**src/rtl/pds_pkg.sv**
```systemverilog
`default_nettype none
// ============================================================================
// Module      : pds_pkg
// Description : Shared definitions for the PDS power-allocation engine:
//               port count default, priority type, FSM state encoding and
//               power-bus width.
// Revision    : 1.0 - initial release
// ============================================================================
package pds_pkg;

   localparam int NUM_PORTS = 4;
   localparam int PWR_W     = 8;

   typedef logic [1:0] prio_t;

   typedef enum logic [1:0] {
      IDLE   = 2'd0,
      EVAL   = 2'd1,
      COMMIT = 2'd2
   } pds_state_e;

endpackage
`default_nettype wire

```
**src/rtl/pds_stagger_seq.sv**
```systemverilog
`default_nettype none
// ============================================================================
// Module      : pds_stagger_seq
// Description : Staggered turn-on sequencer. Holds the mask of granted ports
//               still waiting to power up and releases them lowest index
//               first: one at commit, then one every STAGGER_CYC cycles.
// Revision    : 1.0 - initial release
// ============================================================================
module pds_stagger_seq
   import pds_pkg::*;
#(
   parameter int numPorts    = NUM_PORTS,
   parameter int STAGGER_CYC = 8
)(
   input  logic                clk,
   input  logic                rst,
   input  logic                commit,
   input  logic [numPorts-1:0] new_mask,
   input  logic [numPorts-1:0] off,
   input  logic                ports_off,
   output logic [numPorts-1:0] release_mask,
   output logic                pending
);

   localparam int CNT_W = $clog2(STAGGER_CYC + 1);
   localparam logic [CNT_W-1:0] C_RELOAD = CNT_W'(STAGGER_CYC);
   localparam logic [CNT_W-1:0] C_ONE    = CNT_W'(1);

   logic [numPorts-1:0] r_pend;
   logic [CNT_W-1:0]    r_cnt;
   logic [numPorts-1:0] w_live;
   logic [numPorts-1:0] w_first_new;
   logic [numPorts-1:0] w_first_live;

   // Isolate the lowest set bit of the new grants and of the live pending set
   always_comb begin
      w_live       = r_pend & ~off;
      w_first_new  = new_mask & (~new_mask + 1'b1);
      w_first_live = w_live & (~w_live + 1'b1);
      release_mask = '0;
      if (commit) begin
         release_mask = w_first_new;
      end else if (r_cnt == C_ONE) begin
         release_mask = w_first_live;
      end
   end

   assign pending = |r_pend;

   // Pending mask and inter-release countdown; a new commit replaces the mask
   always_ff @(posedge clk or posedge rst) begin
      if (rst) begin
         r_pend <= '0;
         r_cnt  <= '0;
      end else if (ports_off) begin
         r_pend <= '0;
         r_cnt  <= '0;
      end else if (commit) begin
         r_pend <= new_mask & ~w_first_new;
         r_cnt  <= C_RELOAD;
      end else begin
         r_pend <= w_live & ~release_mask;
         if (w_live != '0) begin
            r_cnt <= (r_cnt == C_ONE) ? C_RELOAD : r_cnt - 1'b1;
         end
      end
   end

endmodule
`default_nettype wire

```
**src/rtl/pds_port_alloc.sv**
```systemverilog
`default_nettype none
// ============================================================================
// Module      : pds_port_alloc
// Description : PDS power-allocation engine. Snapshots port controls, walks
//               every (priority level, port) slot once per pass granting
//               power while the budget allows, then commits the result to
//               the per-port on vector. Optional staggered turn-on is built
//               when the macro PDS_STAGGER_EN is defined.
// Revision    : 1.0 - initial release
// ============================================================================
module pds_port_alloc
   import pds_pkg::*;
#(
   parameter int numPorts    = NUM_PORTS,
   parameter int PORT_PWR    = 15,
   parameter int STAGGER_CYC = 8
)(
   input  logic                  clk,
   input  logic                  rst,
   input  logic [numPorts-1:0]   det,
   input  logic [numPorts-1:0]   off,
   input  logic [2*numPorts-1:0] prio,
   input  logic [PWR_W-1:0]      pwr_bdj,
   input  logic                  ports_off,
   output logic [numPorts-1:0]   on,
   output logic [PWR_W-1:0]      pwr_used,
   output logic                  busy
);

   localparam int P_W = (numPorts > 1) ? $clog2(numPorts) : 1;
   localparam logic [P_W-1:0]   C_P_LAST  = P_W'(numPorts - 1);
   localparam logic [PWR_W:0]   C_PWR_INC = (PWR_W + 1)'(PORT_PWR);

   pds_state_e r_state;
   pds_state_e w_state_nxt;
   logic       w_capture;
   logic       w_commit;

   logic                  r_snap_vld;
   logic [numPorts-1:0]   r_snap_det;
   logic [numPorts-1:0]   r_snap_off;
   logic [2*numPorts-1:0] r_snap_prio;
   logic [PWR_W-1:0]      r_snap_pwr;

   logic [numPorts-1:0] r_grant;
   logic [PWR_W-1:0]    r_alloc;
   prio_t               r_lvl;
   logic [P_W-1:0]      r_p;

   logic                w_change;
   prio_t               w_sel_prio;
   logic                w_sel_det;
   logic                w_sel_off;
   logic                w_elig;
   logic [PWR_W:0]      w_sum;
   logic                w_fits;
   logic                w_last_slot;
   logic [numPorts-1:0] w_on_commit;
   logic [numPorts-1:0] w_on_hold;

   assign w_change = !r_snap_vld || (det != r_snap_det) || (off != r_snap_off) ||
                     (prio != r_snap_prio) || (pwr_bdj != r_snap_pwr);

   // Select the snapshot fields of the port addressed by the slot pointer
   always_comb begin
      w_sel_prio = '0;
      w_sel_det  = 1'b0;
      w_sel_off  = 1'b0;
      for (int i = 0; i < numPorts; i++) begin
         if (r_p == P_W'(i)) begin
            w_sel_prio = r_snap_prio[2*i +: 2];
            w_sel_det  = r_snap_det[i];
            w_sel_off  = r_snap_off[i];
         end
      end
   end

   // Budget test is one bit wider than the power bus so the sum cannot wrap
   assign w_elig      = (w_sel_prio == r_lvl) && w_sel_det && !w_sel_off;
   assign w_sum       = {1'b0, r_alloc} + C_PWR_INC;
   assign w_fits      = (w_sum <= {1'b0, r_snap_pwr});
   assign w_last_slot = (r_lvl == 2'd0) && (r_p == C_P_LAST);

   // FSM state register
   always_ff @(posedge clk or posedge rst) begin
      if (rst) begin
         r_state <= IDLE;
      end else begin
         r_state <= w_state_nxt;
      end
   end

   // Next-state logic; global shutdown overrides every transition
   always_comb begin
      w_state_nxt = r_state;
      w_capture   = 1'b0;
      case (r_state)
         IDLE: begin
            if (w_change) begin
               w_state_nxt = EVAL;
               w_capture   = 1'b1;
            end
         end
         EVAL: begin
            if (w_last_slot) begin
               w_state_nxt = COMMIT;
            end
         end
         COMMIT: begin
            if (w_change) begin
               w_state_nxt = EVAL;
               w_capture   = 1'b1;
            end else begin
               w_state_nxt = IDLE;
            end
         end
         default: w_state_nxt = IDLE;
      endcase
      if (ports_off) begin
         w_state_nxt = IDLE;
         w_capture   = 1'b0;
      end
   end

   assign w_commit = (r_state == COMMIT) && !ports_off;

   // Snapshot capture and the one-slot-per-cycle allocator walk
   always_ff @(posedge clk or posedge rst) begin
      if (rst) begin
         r_snap_vld  <= 1'b0;
         r_snap_det  <= '0;
         r_snap_off  <= '0;
         r_snap_prio <= '0;
         r_snap_pwr  <= '0;
         r_grant     <= '0;
         r_alloc     <= '0;
         r_lvl       <= 2'd3;
         r_p         <= '0;
      end else if (ports_off) begin
         r_snap_vld <= 1'b0;
      end else if (w_capture) begin
         r_snap_vld  <= 1'b1;
         r_snap_det  <= det;
         r_snap_off  <= off;
         r_snap_prio <= prio;
         r_snap_pwr  <= pwr_bdj;
         r_grant     <= '0;
         r_alloc     <= '0;
         r_lvl       <= 2'd3;
         r_p         <= '0;
      end else if (r_state == EVAL) begin
         if (w_elig && w_fits) begin
            r_grant[r_p] <= 1'b1;
            r_alloc      <= w_sum[PWR_W-1:0];
         end
         if (r_p == C_P_LAST) begin
            r_p   <= '0;
            r_lvl <= r_lvl - 2'd1;
         end else begin
            r_p <= r_p + 1'b1;
         end
      end
   end

`ifdef PDS_STAGGER_EN
   logic [numPorts-1:0] w_new;
   logic [numPorts-1:0] w_rel;
   logic                w_pend;

   // Ports granted this pass that are not yet powered go through the sequencer
   assign w_new = r_grant & ~on & ~off;

   pds_stagger_seq #(
      .numPorts    (numPorts),
      .STAGGER_CYC (STAGGER_CYC)
   ) u_stagger (
      .clk          (clk),
      .rst          (rst),
      .commit       (w_commit),
      .new_mask     (w_new),
      .off          (off),
      .ports_off    (ports_off),
      .release_mask (w_rel),
      .pending      (w_pend)
   );

   assign w_on_commit = (on & r_grant & ~off) | w_rel;
   assign w_on_hold   = (on | w_rel) & ~off;
   assign busy        = (r_state != IDLE) || w_pend;
`else
   // STAGGER_CYC only matters when the sequencer is built
   logic [31:0] w_unused_stagger_cyc;
   assign w_unused_stagger_cyc = STAGGER_CYC;

   assign w_on_commit = r_grant & ~off;
   assign w_on_hold   = on & ~off;
   assign busy        = (r_state != IDLE);
`endif

   // Output register: shutdown first, then commit, else apply per-port off
   always_ff @(posedge clk or posedge rst) begin
      if (rst) begin
         on       <= '0;
         pwr_used <= '0;
      end else if (ports_off) begin
         on       <= '0;
         pwr_used <= '0;
      end else if (w_commit) begin
         on       <= w_on_commit;
         pwr_used <= r_alloc;
      end else begin
         on <= w_on_hold;
      end
   end

endmodule
`default_nettype wire

```
**config.mk**
```make
export PLATFORM = sky130hd
export DESIGN_NAME = pds_port_alloc
export DESIGN_NICKNAME = d
export VERILOG_FILES = /design/src/rtl/pds_pkg.sv /design/src/rtl/pds_stagger_seq.sv /design/src/rtl/pds_port_alloc.sv
export SDC_FILE = /design/constraint.sdc
export NUM_CORES = 1
export LEC_CHECK = 0
export CORE_MARGIN = 2
export CORE_UTILIZATION = 40
export CTS_BUF_LIST = sky130_fd_sc_hd__clkbuf_8
export DETAILED_ROUTE_END_ITERATION = 7
export PLACE_DENSITY = 0.69
export SKIP_LAST_GASP = 1
export SLEW_MARGIN = 20
export SYNTH_ARGS = -nofsm -noshare
export SYNTH_HDL_FRONTEND = slang
export SYNTH_SLANG_ARGS = --single-unit
```
**constraint.sdc**
```tcl
create_clock -name clk -period 3.1 [get_ports clk]
set_clock_uncertainty 0.2 [all_clocks]
set_input_delay 0.465 -clock clk [delete_from_list [all_inputs] [get_ports clk]]
set_output_delay 0.465 -clock clk [all_outputs]
set_load 0.01 [all_outputs]
```
==> out/metrics.yaml <==
die_h_um: 91.3
synth_nets: 339
top_layer_used: "met4"
fillerInstances: 653
coreArea_um2: 7330
clk_path_buf_depth: 2
yosysSeqAreaShare: 0.453
clk_pin_slew_worst_paths_ps: 110
p_per_area_nw_per_um2: 516
min_path_type: "register to register"
cp-start-kind: "register"
cts_max_level: 2
clock-sinks: 55
final_cell_mix: "dfrtp_1 (53), clkdlybuf4s50_1 (39), nand2_1 (35)"
wl_met1_um: 3140
period_share: 0.968
vias: 2243
grt_max_degree: 39
grt_pass1_vias: 2209
path_class: "register to register"
min_to: "r_snap_vld$_DFFE_PP0P_"
dp_hpwl_um: 4830
num_rows: 31
met3_length_um: 172
synth_area_per_cell_um2: 10.2
fmax_ghz: 0.333
fin_util: 0.514
worstSkewPairLatency_ps: 310
setup_tns_ps: 0
slew_headroom: 0.463
cts_buffers: 5
syn_area_um2: 3050
reg2reg_from: "r_alloc[1]$_DFFE_PP0P_"
setup_viol: 0
wl_per_cell_um: 14.4
fin_crit_ps: 3000
stdcell_area_um2: 3770
r2r-end: "r_alloc[3]$_DFFE_PP0P_"
antenna_left: 0
async_flop_share: 1.00
drive_gt1_frac: 0.159
cts_root_buf: "clkbuf_8"
initial_core_util: 0.416
cts_tree: "built"
reg2reg_depth: 14
synth.distinct_cells: 49
critPathRequiredTime_ps: 3160
nets: 386
hold_buffers: 0
drv_slew: 0
num_io_pins: 40
area_growth_pct: 23.7
arrival_ps: 3060
p_leak_uw: 0.00176
dieArea_um2: 8330
drtIter0Drc: 53
end_kind: "register"
final_common_cell: "dfrtp_1"
antenna_cells: 0
p_total_uw: 1940
antenna_found_initial: 0
report.final.hold_viol_count: 0
rsz0062_at_grt: "yes"
synth_seq_cells: 55
die_w_um: 91.3
post-route-drc-count: 0
globalRouteOverflowTotal: 0
synth_cells: 298
synth-main-ff-cell: "dfrtp_1"
outcome: "finished, final reports clean"
firstDrtPassIters: 4
yosysWarningCount: 0
wl_met2_um: 2970
hp-start: "r_snap_vld$_DFFE_PP0P_"
grt_pass1_wl_um: 10600
dpl_worst_slack_ps: -82.7
post_dp_cell_area_um2: 3570
cp_max_fo: 6
r2r_slack_ps: 100
holdPathStages: 1
cap_violations: 0
via_per_inst: 5.04
setup_slack_ps: 101
tightest_slew_ps: 804
peakVddDrop_uv: 311
totalWireLength_um: 6420
place.gp.congestion: 0.843
grtUsageTotal: 0.159
port-buffer-count: 39
synth_edf_count: 0
## sequential cells by signal (all words and copies together) (netlist names), 2 cells and up
signal       count
r_snap_pwr       8
r_snap_off       4
r_snap_prio      8
r_state          2
pwr_used         8
r_grant          4
r_snap_det       4
on               4
r_p              2
r_lvl            2
r_alloc          8
## metrics by stage
stage                     hold slack, ps  std cells
after floorplan                      253        298
after global placement               268        434
after detailed placement             272        434
after CTS                            296        442
after global routing                 318        445
final                                294        445
## synth_stat cells (2+ instances only)
cell type   n  area share
nor2b_1     4      0.0082
dfrtp_1    53        0.44
inv_1      23       0.028
mux2i_1     4       0.013
nand3_1     4      0.0066
nor4_1      4      0.0082
nor3_1      6      0.0099
nand2_1    36       0.044
buf_2       4      0.0066
ha_1       14       0.057
o21ba_2     4       0.013
a211oi_1    2      0.0049
xnor2_1     4       0.011
buf_6       2      0.0074
a21o_1      7       0.017
xor2_1     26       0.075
o21ai_0    13       0.021
nand3b_1    2      0.0049
clkbuf_1    3      0.0037
nor2_1     14       0.017
a21oi_1    15       0.025
nor3b_1     3      0.0074
a21bo_1     2      0.0066
or2_2       3      0.0062
mux2_2      6       0.022
nand2b_1    6       0.012
nand4_1     3      0.0062
a221oi_1    2      0.0058
dfstp_2     2       0.017
mux2_4      8       0.039
## worst max-delay path by stage
stage | slack [ps] | cells past startpoint | startpoint | end
global route | -80 | 14 | r_alloc[1]$_DFFE_PP0P_ | r_alloc[7]$_DFFE_PP0P_
detailed placement | -80 | 13 | r_alloc[0]$_DFFE_PP0P_ | r_alloc[6]$_DFFE_PP0P_
global placement | 60 | 11 | r_alloc[0]$_DFFE_PP0P_ | r_alloc[2]$_DFFE_PP0P_
finish | 100 | 14 | r_alloc[1]$_DFFE_PP0P_ | r_alloc[3]$_DFFE_PP0P_
floorplan | 60 | 14 | r_alloc[0]$_DFFE_PP0P_ | r_alloc[3]$_DFFE_PP0P_
CTS | 2 | 14 | r_alloc[0]$_DFFE_PP0P_ | r_alloc[3]$_DFFE_PP0P_
## what timing repair did
item                                    4_1_cts  5_1_grt
gates cloned                                  0        1
pin swaps                                     0        5
buffers inserted                              0        2
endpoints found under the setup margin       12       12
gates resized for setup                       4       10
## cells by family (layout without fill, tap and decap cells)
| family | Yosys count | in the layout | synth area share |
|---|---|---|---|
| flip-flops | 55 | 55 | 0.453 |
| AND/OR/NAND/NOR | 91 | 91 | 0.153 |
| buffers and inverters | 34 | 82 | 0.0522 |
| XOR/XNOR | 30 | 30 | 0.0862 |
| multiplexers | 18 | 18 | 0.0747 |
| AO/OA/AOI/OAI | 56 | 56 | 0.124 |
| adder cells (fa/ha/maj) | 14 | 14 | 0.0575 |
## critical path: stages (launching register included)
cell and delay, ps:
dfrtp_1 400, inv_1 60, ha_2 170, or3b_4 400, nand3_2 90, or2_4 120
nand2_2 60, ha_4 230, a2111oi_4 280, o21ai_1 100, o221ai_1 170, nand4_1 190
buf_6 180, nand2b_1 130, a21bo_1 170
## per-layer routing
layer,vias up,GRT usage
met5,-,0
met4,0,0.0556
met3,12,0.0224
met2,47,0.251
met1,1081,0.223
li1,1103,-
## power breakdown
group / internal, uW / switching [uW] / total (uW)
combinational: 293 / 276 / 568
clock: 245 / 250 / 495
sequential: 802 / 78.6 / 880
## cell type report
| class | instances | area, um^2 | share of cell area |
|---|---|---|---|
| Multi-Input combinational cell | 209 | 1570 | 0.417 |
| Sequential cell | 55 | 1380 | 0.366 |
| Timing Repair Buffer | 51 | 494 | 0.131 |
| Tap cell | 99 | 124 | 0.0329 |
| Inverter | 23 | 86.3 | 0.0229 |
| Clock buffer | 5 | 68.8 | 0.0183 |
| Clock inverter | 3 | 47.5 | 0.0126 |
No activity file was read; power rests on OpenSTA's default activity.
